$ cat src/rtl/checkout_payment.sv
// ============================================================================
//  Module      : checkout_payment
//  Description : Checkout payment controller. Latches a bill, collects coins,
//                then pays change or a full refund one coin at a time.
//  Revision    : 1.0 - initial release
// ============================================================================
`default_nettype none

module checkout_payment #(
  parameter int W = 8
) (
  input  logic         Clk,
  input  logic         Reset,
  input  logic         Pay,
  input  logic [W-1:0] Bill,
  input  logic         Coin_Valid,
  input  logic [1:0]   Coin_Sel,
  input  logic         Cancel,
  input  logic         Hopper_Ready,
  output logic         Coin_Out_Valid,
  output logic [1:0]   Coin_Out_Sel,
  output logic [W-1:0] Due,
  output logic [W:0]   Paid,
  output logic         Busy,
  output logic         Refunding,
  output logic         Coin_Reject,
  output logic         Done,
  output logic         Cancelled
);

  typedef enum logic [1:0] {
    S_IDLE    = 2'd0,
    S_COLLECT = 2'd1,
    S_PAYOUT  = 2'd2,
    S_FINISH  = 2'd3
  } state_t;

  state_t       state_q, state_d;
  logic [W-1:0] bill_q, bill_d;
  logic [W-1:0] due_q, due_d;
  logic [W:0]   paid_q, paid_d;
  logic [W:0]   change_q, change_d;
  logic         refund_q, refund_d;
  logic         reject_q, reject_d;
  logic         done_q, done_d;
  logic         cancel_q, cancel_d;

  logic [W:0]   paid_sum;
  logic [W:0]   paid_new;
  logic         covered;
  logic [1:0]   out_sel;

  function automatic logic [W:0] denom(input logic [1:0] sel);
    case (sel)
      2'b00:   denom = (W+1)'(1);
      2'b01:   denom = (W+1)'(2);
      2'b10:   denom = (W+1)'(5);
      default: denom = (W+1)'(10);
    endcase
  endfunction

  // Greedy change selection over 10/5/2/1 gives the fewest coins.
  always_comb begin
    if (change_q >= (W+1)'(10))     out_sel = 2'b11;
    else if (change_q >= (W+1)'(5)) out_sel = 2'b10;
    else if (change_q >= (W+1)'(2)) out_sel = 2'b01;
    else                            out_sel = 2'b00;
  end

  always_ff @(posedge Clk or posedge Reset) begin
    if (Reset) begin
      state_q  <= S_IDLE;
      bill_q   <= '0;
      due_q    <= '0;
      paid_q   <= '0;
      change_q <= '0;
      refund_q <= 1'b0;
      reject_q <= 1'b0;
      done_q   <= 1'b0;
      cancel_q <= 1'b0;
    end else begin
      state_q  <= state_d;
      bill_q   <= bill_d;
      due_q    <= due_d;
      paid_q   <= paid_d;
      change_q <= change_d;
      refund_q <= refund_d;
      reject_q <= reject_d;
      done_q   <= done_d;
      cancel_q <= cancel_d;
    end
  end

  always_comb begin
    state_d  = state_q;
    bill_d   = bill_q;
    due_d    = due_q;
    paid_d   = paid_q;
    change_d = change_q;
    refund_d = refund_q;
    reject_d = 1'b0;
    done_d   = 1'b0;
    cancel_d = 1'b0;
    paid_sum = paid_q + denom(Coin_Sel);
    paid_new = Coin_Valid ? paid_sum : paid_q;
    covered  = (paid_sum >= {1'b0, bill_q});

    case (state_q)
      S_IDLE: begin
        reject_d = Coin_Valid;
        if (Pay) begin
          if (Bill != '0) begin
            bill_d   = Bill;
            due_d    = Bill;
            paid_d   = '0;
            refund_d = 1'b0;
            state_d  = S_COLLECT;
          end else begin
            done_d = 1'b1;
          end
        end
      end

      S_COLLECT: begin
        if (Coin_Valid) begin
          paid_d = paid_sum;
          due_d  = covered ? '0 : bill_q - paid_sum[W-1:0];
        end
        // A coin arriving with Cancel is counted, then refunded with the rest.
        if (Cancel) begin
          if (paid_new == '0) begin
            cancel_d = 1'b1;
            due_d    = '0;
            state_d  = S_IDLE;
          end else begin
            change_d = paid_new;
            refund_d = 1'b1;
            state_d  = S_PAYOUT;
          end
        end else if (Coin_Valid && covered) begin
          change_d = paid_sum - {1'b0, bill_q};
          state_d  = S_PAYOUT;
        end
      end

      S_PAYOUT: begin
        reject_d = Coin_Valid;
        if (change_q == '0) begin
          state_d = S_FINISH;
        end else if (Hopper_Ready) begin
          change_d = change_q - denom(out_sel);
        end
      end

      S_FINISH: begin
        reject_d = Coin_Valid;
        paid_d   = '0;
        due_d    = '0;
        refund_d = 1'b0;
        change_d = '0;
        state_d  = S_IDLE;
      end

      default: state_d = S_IDLE;
    endcase
  end

  assign Coin_Out_Valid = (state_q == S_PAYOUT) && (change_q != '0);
  assign Coin_Out_Sel   = (state_q == S_PAYOUT) ? out_sel : 2'b00;
  assign Due            = due_q;
  assign Paid           = paid_q;
  assign Busy           = (state_q != S_IDLE);
  assign Refunding      = refund_q;
  assign Coin_Reject    = reject_q;
  assign Done           = ((state_q == S_FINISH) && !refund_q) || done_q;
  assign Cancelled      = ((state_q == S_FINISH) && refund_q) || cancel_q;

endmodule

`default_nettype wire

$ cat config.mk
export PLATFORM = sky130hd
export DESIGN_NAME = checkout_payment
export DESIGN_NICKNAME = d
export VERILOG_FILES = /design/src/rtl/checkout_payment.sv
export SDC_FILE = /design/constraint.sdc
export NUM_CORES = 1
export LEC_CHECK = 0
export BUFFER_PORTS_ARGS = -buffer_cell sky130_fd_sc_hd__buf_2
export CORE_MARGIN = 1.5
export CORE_UTILIZATION = 50
export CTS_BUF_LIST = sky130_fd_sc_hd__clkbuf_4 sky130_fd_sc_hd__clkbuf_8
export DETAILED_ROUTE_END_ITERATION = 10
export HOLD_SLACK_MARGIN = 0.15
export PLACE_DENSITY_LB_ADDON = 0.12
export SETUP_SLACK_MARGIN = 0.4
export SYNTH_ARGS = -nofsm -noshare
export SYNTH_HDL_FRONTEND = slang
export SYNTH_SLANG_ARGS = --single-unit
$ cat constraint.sdc
create_clock -name Clk -period 5.1 [get_ports Clk]
set_clock_uncertainty 0.15 [all_clocks]
set_input_delay 1.53 -clock Clk [delete_from_list [all_inputs] [get_ports Clk]]
set_output_delay 1.53 -clock Clk [all_outputs]
set_load 0.05 [all_outputs]
==> out/results.ini <==
[synthesis]
synth.distinct_cells=73
synth_seq_area_share=0.281
ys_ff_latch=40
yosys_most_used_dff=dfrtp_1
syn_area_um2=3560
async_reset_ff_frac=1.00
syn_area_per_cell_um2=8.46
synth_edf_count=0
yosysWarnings=0
postSynthCellCount=421
synth_nets=462

[drt]
drt_first_pass_iters=4
totalWireLength_um=10800
drc_errors=0
viasPerCell=6.00
drt_iter0_drc=244
routedWlPerCell_um=18.8
vias=3448
antenna_left=0

[grt]
grt_util_met1=0.392
track_usage=0.290
grt_max_degree=41
antenna_found_initial=0
grt.overflow.total=0
met2_usage=0.482
grt_pass1_vias=3293
grt_first_pass_wirelength_um=16900
met3_usage=0.0313
top_usage_layer=met2

[place]
portBuffers=40
hpwl_um=8130
place_congestion=0.936
pre_cts_slack_ps=-57.4

[run]
cap_violations=0

[floorplanning]
die-height_um=87.4
coreArea_um2=6830
start_util=0.522
io_pins=41
die-area_um2=7640
die_w_um=87.4
num_rows=30

[timing]
finalHoldViolations=0
period_share=0.898
finalSetupTns_ps=0
period_needed_ps=4580
setup_viol=0
relSlewSlack=0.397
setup_slack_ps=521
rsz0062_at_grt=no
tightest_slew_ps=901
drv_slew=0
max_freq_mhz=218

[finish]
nNetsFinal=519
diodes=0
drive_gt1_frac=0.251
final_cell_mix=inv_1, dfrtp_1, buf_2, nand2_1, nor2_1
final_common_cell=inv_1
synthToLayoutAreaGrowth_pct=19.9
final.fill_count=642

[critical_path]
crit_start=Coin_Sel[0]
required_ps=5130
start_kind=input pin
regToRegStartpoint=Paid[0]$_DFFE_PP0P_
reg2reg_depth=12
crit_end=change_q[3]$_DFFE_PP0P_
worst-path-max-fanout=5
r2r-end=change_q[3]$_DFFE_PP0P_
end_kind=flip-flop
arrival_ps=4610
reg2reg_slack_ps=1490
worstSetupPathType=in -> reg

[cts]
path_clk_slew_ps=90
cts.sinks=40
h-tree-depth=2
cts_made_buffers=5
root_buffer=clkbuf_8
cts_tree=built
clock_path_buffers=2
clkLatencyLatePin_ps=300

[power_and_ir_drop]
powerDensity_nw_per_um2=807
leakagePower_nw=1.96
irDropWorstVdd_mv=0.574

[status]
status=finished clean

[min_path]
worstHoldStart=change_q[8]$_DFFE_PP0P_
min_path_type=reg -> reg

-- critical path, cell delays in order --
cell and delay, ps:
clkbuf_4 190, inv_12 30, ha_4 170, fa_2 390, a211oi_4 290, nor3_2 100, xnor2_1 180, ha_2 390
nand2_1 90, or3_1 350, a21boi_2 210, o31ai_4 110, a21oi_4 240, mux2_4 320
-- how the worst min path moves through the flow --
stage | end | slack, ps | depth (start not counted)
after detailed placement | change_q[8]$_DFFE_PP0P_ | 350 | 2
after global placement | change_q[0]$_DFFE_PP0P_ | 360 | 1
final | change_q[8]$_DFFE_PP0P_ | 380 | 2
after CTS | change_q[8]$_DFFE_PP0P_ | 380 | 2
after global routing | change_q[0]$_DFFE_PP0P_ | 410 | 1
after floorplan | change_q[8]$_DFFE_PP0P_ | 320 | 2
-- logic make-up (layout without fill, tap and decap cells) --
family,Yosys count,count (layout),synth area share
flip-flops,40,40,0.281
adder cells (fa/ha/maj),26,26,0.0990
XOR/XNOR,19,19,0.0506
AO/OA/AOI/OAI,142,142,0.298
buffers and inverters,59,117,0.0646
AND/OR/NAND/NOR,125,125,0.172
multiplexers,10,10,0.0348
-- cell usage after synthesis (all sizes together), types with 3 or more instances --
cell | n | area [µm²]
a32o | 4 | 40.0
and3 | 4 | 31.3
clkbuf | 10 | 37.5
o22ai | 9 | 56.3
and2 | 4 | 25.0
o221ai | 6 | 52.6
a21oi | 28 | 155
ha | 21 | 263
o31ai | 6 | 72.6
nand2 | 34 | 130
nand4 | 3 | 18.8
o211ai | 5 | 37.5
xnor2 | 13 | 114
a211oi | 16 | 138
inv | 43 | 161
fa | 4 | 80.1
mux2i | 3 | 30.0
dfrtp | 40 | 1000
a21o | 10 | 76.3
nor2 | 35 | 131
nor4 | 5 | 31.3
nor3 | 9 | 50.1
o21bai | 5 | 37.5
o21ai | 21 | 105
nand2b | 5 | 31.3
xor2 | 5 | 43.8
nand3 | 9 | 45.0
a31oi | 4 | 25.0
nor2b | 7 | 43.8
buf | 5 | 27.5
o2111ai | 4 | 41.3
or3 | 3 | 18.8
mux2 | 7 | 93.8
a221oi | 4 | 47.6
-- report_power, final --
group          switching [mW]  internal (mW)
combinational            1.56           1.02
clock                   0.126          0.160
sequential              0.138          0.448
-- registers in the layout, summed over array words and instances, names as in the netlist, named ones only --
register / cells
bill_q: 8
Refunding: 1
change_q: 9
Paid: 9
Due: 8
done_q: 1
state_q: 1
cancel_q: 1
Coin_Reject: 1
-- cell type report --
class | count | area, µm² | area share
Timing Repair Buffer | 65 | 390 | 0.0913
Tap cell | 96 | 120 | 0.0281
Clock inverter | 2 | 38.8 | 0.00907
Inverter | 44 | 178 | 0.0416
Sequential cell | 40 | 1000 | 0.234
Multi-Input combinational cell | 322 | 2460 | 0.576
Clock buffer | 6 | 82.6 | 0.0193
-- routing by layer --
| layer | part of all wire | up-vias |
|---|---|---|
| li1 | - | 1666 |
| met1 | 0.44 | 1670 |
| met2 | 0.48 | 94 |
| met3 | 0.047 | 18 |
| met4 | 0.026 | 0 |
| met5 | 0 | - |
-- repair_timing --
| item | 4_1_cts | 5_1_grt |
|---|---|---|
| buffers inserted | 3 | 2 |
| resized for setup | 3 | 16 |
| pin swaps | 2 | 9 |
| setup endpoints to repair | 11 | 19 |
| hold buffers | 0 | 0 |
-- stage by stage --
step / cells / area (µm²) / hold WS, ps / utilization / power (mW)
global route: 575 / 4270 / 414 / 0.626 / 3.70
detailed placement: 562 / 4030 / 348 / 0.590 / 3.02
global placement: 562 / 4030 / 356 / 0.590 / 2.99
floorplan: 421 / 3630 / 322 / - / 2.35
finish: 575 / 4270 / 375 / 0.626 / 3.45
CTS: 573 / 4180 / 375 / 0.612 / 3.35
No activity file was read; power rests on OpenSTA's default activity.
